**src/rtl/host_mem_loader_pkg.sv**
```systemverilog
// Shared accelerator definitions: loader FSM encoding, scratchpad bank indices
// and the bank-select width helper used by the host memory loader.
package host_mem_loader_pkg;

    typedef enum logic [0:0] {
        IDLE    = 1'b0,
        RD_WAIT = 1'b1
    } loader_state_t;

    localparam int BANK_WEIGHT   = 0;
    localparam int BANK_ACT      = 1;
    localparam int BANK_OUT      = 2;
    localparam int BLOCKED_CNT_W = 16;

    // A bank select is always at least one bit wide, even for a single bank.
    function automatic int bank_width(input int num_banks);
        if (num_banks <= 2) begin
            return 1;
        end
        return $clog2(num_banks);
    endfunction

endpackage

```
**src/rtl/host_mem_loader_sat_counter.sv**
```systemverilog
// Saturating up-counter: holds at all-ones instead of wrapping.
module sat_counter #(
    parameter int WIDTH = 16
) (
    input  logic             clk,
    input  logic             rst_n,
    input  logic             inc,
    output logic [WIDTH-1:0] count
);

    always_ff @(posedge clk or negedge rst_n) begin
        if (!rst_n) begin
            count <= '0;
        end else if (inc && (count != {WIDTH{1'b1}})) begin
            count <= count + WIDTH'(1);
        end
    end

endmodule

```
**src/rtl/host_mem_loader.sv**
```systemverilog
// Host access port onto the accelerator scratchpad banks: arbitrates against the
// accelerator via acc_idle, issues one-hot bank strobes and returns read data.
module host_mem_loader
    import host_mem_loader_pkg::*;
#(
    parameter int  DATA_W    = 32,
    parameter int  ADDR_W    = 10,
    parameter int  NUM_BANKS = 3,
    localparam int BANK_W    = bank_width(NUM_BANKS)
) (
    input  logic                          clk,
    input  logic                          rst_n,
    input  logic                          acc_idle,
    input  logic                          host_valid,
    output logic                          host_ready,
    input  logic                          host_we,
    input  logic                          host_burst,
    input  logic [BANK_W-1:0]             host_bank,
    input  logic [ADDR_W-1:0]             host_addr,
    input  logic [DATA_W-1:0]             host_wdata,
    output logic                          host_rvalid,
    output logic [DATA_W-1:0]             host_rdata,
    output logic [NUM_BANKS-1:0]          bank_we,
    output logic [NUM_BANKS-1:0]          bank_re,
    output logic [ADDR_W-1:0]             bank_addr,
    output logic [DATA_W-1:0]             bank_wdata,
    input  logic [NUM_BANKS*DATA_W-1:0]   bank_rdata,
    output logic [BLOCKED_CNT_W-1:0]      blocked_cnt
);

    loader_state_t          state_reg;
    logic [ADDR_W-1:0]      ptr_reg;
    logic [NUM_BANKS-1:0]   rd_sel_reg;

    logic                   accept;
    logic [ADDR_W-1:0]      req_addr;
    logic [NUM_BANKS-1:0]   bank_sel;
    logic [DATA_W-1:0]      rd_slice [NUM_BANKS];
    logic [DATA_W-1:0]      rd_data_next;

    assign host_ready = acc_idle & (state_reg == IDLE);
    assign accept     = host_valid & host_ready;
    assign req_addr   = host_burst ? ptr_reg : host_addr;

    // An out-of-range bank decodes to an all-zero select: accepted, but no strobe.
    generate
        for (genvar gi = 0; gi < NUM_BANKS; gi++) begin : g_bank
            assign bank_sel[gi] = (host_bank == BANK_W'(gi));
            assign rd_slice[gi] = bank_rdata[gi*DATA_W +: DATA_W];
        end
    endgenerate

    always_comb begin
        rd_data_next = '0;
        for (int i = 0; i < NUM_BANKS; i++) begin
            if (rd_sel_reg[i]) begin
                rd_data_next = rd_data_next | rd_slice[i];
            end
        end
    end

    always_ff @(posedge clk or negedge rst_n) begin
        if (!rst_n) begin
            state_reg   <= IDLE;
            ptr_reg     <= '0;
            rd_sel_reg  <= '0;
            bank_we     <= '0;
            bank_re     <= '0;
            bank_addr   <= '0;
            bank_wdata  <= '0;
            host_rvalid <= 1'b0;
            host_rdata  <= '0;
        end else begin
            bank_we     <= '0;
            bank_re     <= '0;
            host_rvalid <= 1'b0;
            case (state_reg)
                IDLE: begin
                    if (accept) begin
                        bank_addr <= req_addr;
                        ptr_reg   <= req_addr + ADDR_W'(1);
                        if (host_we) begin
                            bank_we    <= bank_sel;
                            bank_wdata <= host_wdata;
                        end else begin
                            bank_re    <= bank_sel;
                            rd_sel_reg <= bank_sel;
                            state_reg  <= RD_WAIT;
                        end
                    end
                end
                RD_WAIT: begin
                    // Completes regardless of acc_idle; an empty select yields zero data.
                    host_rdata  <= rd_data_next;
                    host_rvalid <= 1'b1;
                    state_reg   <= IDLE;
                end
                default: state_reg <= IDLE;
            endcase
        end
    end

    sat_counter #(
        .WIDTH (BLOCKED_CNT_W)
    ) u_blocked_cnt (
        .clk   (clk),
        .rst_n (rst_n),
        .inc   (host_valid & ~acc_idle),
        .count (blocked_cnt)
    );

endmodule

```
**config.mk**
```make
export PLATFORM = sky130hd
export DESIGN_NAME = host_mem_loader
export DESIGN_NICKNAME = d
export VERILOG_FILES = /design/src/rtl/host_mem_loader_pkg.sv /design/src/rtl/host_mem_loader_sat_counter.sv /design/src/rtl/host_mem_loader.sv
export SDC_FILE = /design/constraint.sdc
export NUM_CORES = 1
export LEC_CHECK = 0
export CAP_MARGIN = 10
export CORE_MARGIN = 8
export CORE_UTILIZATION = 37
export CTS_CLUSTER_DIAMETER = 30
export DETAILED_ROUTE_END_ITERATION = 16
export GPL_TIMING_DRIVEN = 1
export PLACE_DENSITY = 0.74
export SYNTH_ARGS = -nofsm -noshare
export SYNTH_HDL_FRONTEND = slang
export SYNTH_SLANG_ARGS = --single-unit
```
**constraint.sdc**
```tcl
create_clock -name clk -period 3.03 [get_ports clk]
set_clock_uncertainty 0.05 [all_clocks]
set_input_delay 0.7575 -clock clk [delete_from_list [all_inputs] [get_ports clk]]
set_output_delay 0.7575 -clock clk [all_outputs]
set_load 0.1 [all_outputs]
```
==> impl_metrics.env <==
export IMPL_cts_buffers=9
export IMPL_reg_top3="bank_wdata x32, host_rdata x32, u_blocked_cnt.count x16"
export IMPL_place_congestion=0.837
export IMPL_nNetsFinal=806
export IMPL_grtUsageTotal=0.176
export IMPL_outcome="finished, final reports clean"
export IMPL_period_share=0.828
export IMPL_syn_inst=428
export IMPL_antenna_found_initial=0
export IMPL_avgRoutedWirePerCell_um=18.2
export IMPL_swShare=0.496
export IMPL_fp_row_count=42
export IMPL_clock_sinks=111
export IMPL_synth_common_cells="111 x dfrtp_1, 43 x nor2_1, 39 x a21oi_1"
export IMPL_io_buffers=243
export IMPL_ys_async_sr_fraction=1.00
export IMPL_final_area_mm2=0.00759
export IMPL_final_min_clock_period_ns=2.51
export IMPL_min_path_type="flip-flop to flip-flop"
export IMPL_die_area_mm2=0.0174
export IMPL_ant_nets=0
export IMPL_ys_types=44
export IMPL_max_slew_margin_rel=0.225
export IMPL_die_y_um=132
export IMPL_clockPowerShare=0.184
export IMPL_tightest_slew_ns=1.16
export IMPL_power_switching_uw=3110
export IMPL_drive_gt1_frac=0.251
export IMPL_h_tree_depth=3
export IMPL_firstDrtPassIters=7
export IMPL_vias=4303
export IMPL_synth_seq_cells=111
export IMPL_drtIter0Drc=369
export IMPL_netlist_area_leader_share=0.559
export IMPL_ys_seq_area_frac=0.559
export IMPL_place_hpwl_mm=11.9
export IMPL_ys_warn_count=0
export IMPL_p_int_uw=3160
export IMPL_drc=0
export IMPL_p_leak_uw=0.00333
export IMPL_startpoint_type="primary input"
export IMPL_tns_ns=0
export IMPL_setup_viol=0
export IMPL_combPwrFrac=0.494
export IMPL_drt_wl_total_mm=15.3
export IMPL_syn_area_mm2=0.00496
export IMPL_clk_path_buf_depth=2
export IMPL_critPathRequiredTime_ns=2.22
export IMPL_root_buffer="clkbuf_16"
export IMPL_synth_edf_count=0
export IMPL_post_place_ws_ns=0.277
export IMPL_pwr_share_seq=0.322
export IMPL_core_mm2=0.0132
export IMPL_cts_tree="yes"
export IMPL_vias_per_cell=5.13
export IMPL_grt_max_degree=66
export IMPL_synthTopCellsByArea="dfrtp_1 56%, mux2_2 7.9%, a222oi_1 6.5%, a21oi_1 3.9%, nor2_1 3.3%"
export IMPL_syn_nets=576
export IMPL_rsz0062_at_grt="no"
export IMPL_timing_final_hold_violations=0
export IMPL_cts_clk_slew_worst_paths_ns=0.07
export IMPL_n_fill_cell=1126
export IMPL_area_growth_pct=52.9
export IMPL_first_global_vias=4679
export IMPL_dpl_cell_area_mm2=0.00731
export IMPL_synth_most_common_cell="dfrtp_1"
export IMPL_synthFlopType="dfrtp_1"
export IMPL_setup_ws_ns=0.521
export IMPL_cts_repair_resized=0
export IMPL_syn_area_per_cell_um2=11.6
export IMPL_cts_hold_buffers=0
export IMPL_power_density_mw_per_mm2=827
export IMPL_ios=244
export IMPL_grt_ovfl_total=0
export IMPL_slew_violations=0
export IMPL_ir_drop_uv=548
export IMPL_cts_setup_buffers=0
export IMPL_die_w_um=132
export IMPL_arrival_ns=1.70
export IMPL_end_kind="output pin"
export IMPL_maxCapViolCount=0
export IMPL_synth_top_area_cell="dfrtp_1"
export IMPL_crit_fanout=3
export IMPL_clk_latency_ns=0.34
export IMPL_grt_pass1_wl_mm=24.9
export IMPL_insertedDiodeCount=0
export IMPL_clock_fmax_ghz=0.399
export IMPL_start_util=0.376
export IMPL_worstSetupPathType="primary input to output pin"
==> power groups by stage <==
stage | Sequential (uW) | Clock, uW | Combinational (uW)
after floorplan | 3830 | 0 | 477
after global placement | 2020 | 0 | 3090
after detailed placement | 2040 | 0 | 3120
after CTS | 2020 | 1200 | 3130
after global routing | 2060 | 1250 | 3220
final | 2020 | 1150 | 3100
==> critical path, cell delays in order <==
cell	delay, ns
clkdlybuf4s50_1	0.51
nor2b_2	0.23
buf_12	0.20
==> layout make-up <==
type                            instances  area [um2]  share of cell area
Tap cell                              176         220              0.0290
Multi-Input combinational cell        286        2040               0.268
Clock inverter                          3        43.8             0.00577
Clock buffer                           12         236              0.0311
Sequential cell                       111        2780               0.366
Timing Repair Buffer                  250        2270               0.300
==> final timing paths <==
| kind | slack, ns | cells past startpoint | end | start |
|---|---|---|---|---|
| setup / recovery | 0.52 | 3 | host_ready | acc_idle |
| hold / removal | 0.43 | 2 | bank_addr[3] | bank_addr[3] |
| setup reg to reg | 1.20 | 5 | u_blocked_cnt.count[1] | u_blocked_cnt.count[0] |
| hold reg to reg | 0.43 | 2 | bank_addr[3] | bank_addr[3] |
| max in group asynchronous | 1.75 | 2 | host_rdata[12] | rst_n |
| min in group asynchronous | 0.44 | 1 | bank_addr[3] | rst_n |
==> through the flow <==
| step | hold WS, ns | utilization | cells | power (uW) |
|---|---|---|---|---|
| 6_report | 0.434 | 0.576 | 838 | 6280 |
| 4_1_cts | 0.443 | 0.576 | 838 | 6350 |
| 3_5_place_dp | 0.415 | 0.554 | 823 | 5170 |
| 5_1_grt | 0.458 | 0.576 | 838 | 6530 |
| 3_3_place_gp | 0.417 | 0.554 | 823 | 5120 |
| 2_1_floorplan | 0.340 | - | 428 | 4310 |
==> routing by layer <==
metal / share of wire / up-vias / GRT usage
li1: - / 2037 / -
met1: 0.39 / 2069 / 0.200
met2: 0.49 / 176 / 0.299
met3: 0.093 / 21 / 0.0678
met4: 0.021 / 0 / 0.0574
met5: 0 / - / 0
==> cell families (layout without fill, tap and decap cells) <==
group | Yosys count | in the layout | synth area share
buffers and inverters | 31 | 265 | 0.0300
AO/OA/AOI/OAI | 95 | 95 | 0.141
flip-flops | 111 | 111 | 0.559
adder cells (fa/ha/maj) | 2 | 2 | 0.00504
AND/OR/NAND/NOR | 121 | 121 | 0.123
XOR/XNOR | 21 | 21 | 0.0370
multiplexers | 47 | 47 | 0.105
==> cell usage in the layout, fill, tap and decap left out, types with 2 or more instances in the layout <==
master,netlist,layout
o21ai_0,12,12
clkdlybuf4s50_1,0,144
clkbuf_1,23,3
nand3_1,14,14
o22ai_1,2,2
nand4_1,4,4
and3_1,3,3
nor2_1,43,43
a21oi_1,39,39
nand3b_1,3,3
a221oi_1,2,2
and3_4,2,2
buf_12,0,3
ha_1,2,2
clkbuf_16,0,9
nand2_1,27,27
buf_4,4,103
dfrtp_1,111,110
nand2_2,2,2
xnor2_1,15,15
a222oi_1,32,32
nand2b_1,10,10
xor2_1,6,6
mux2i_1,9,9
mux2_2,35,35
mux2_1,2,2
nor3_1,4,4
Note: power is estimated with default switching activity, not from simulation.
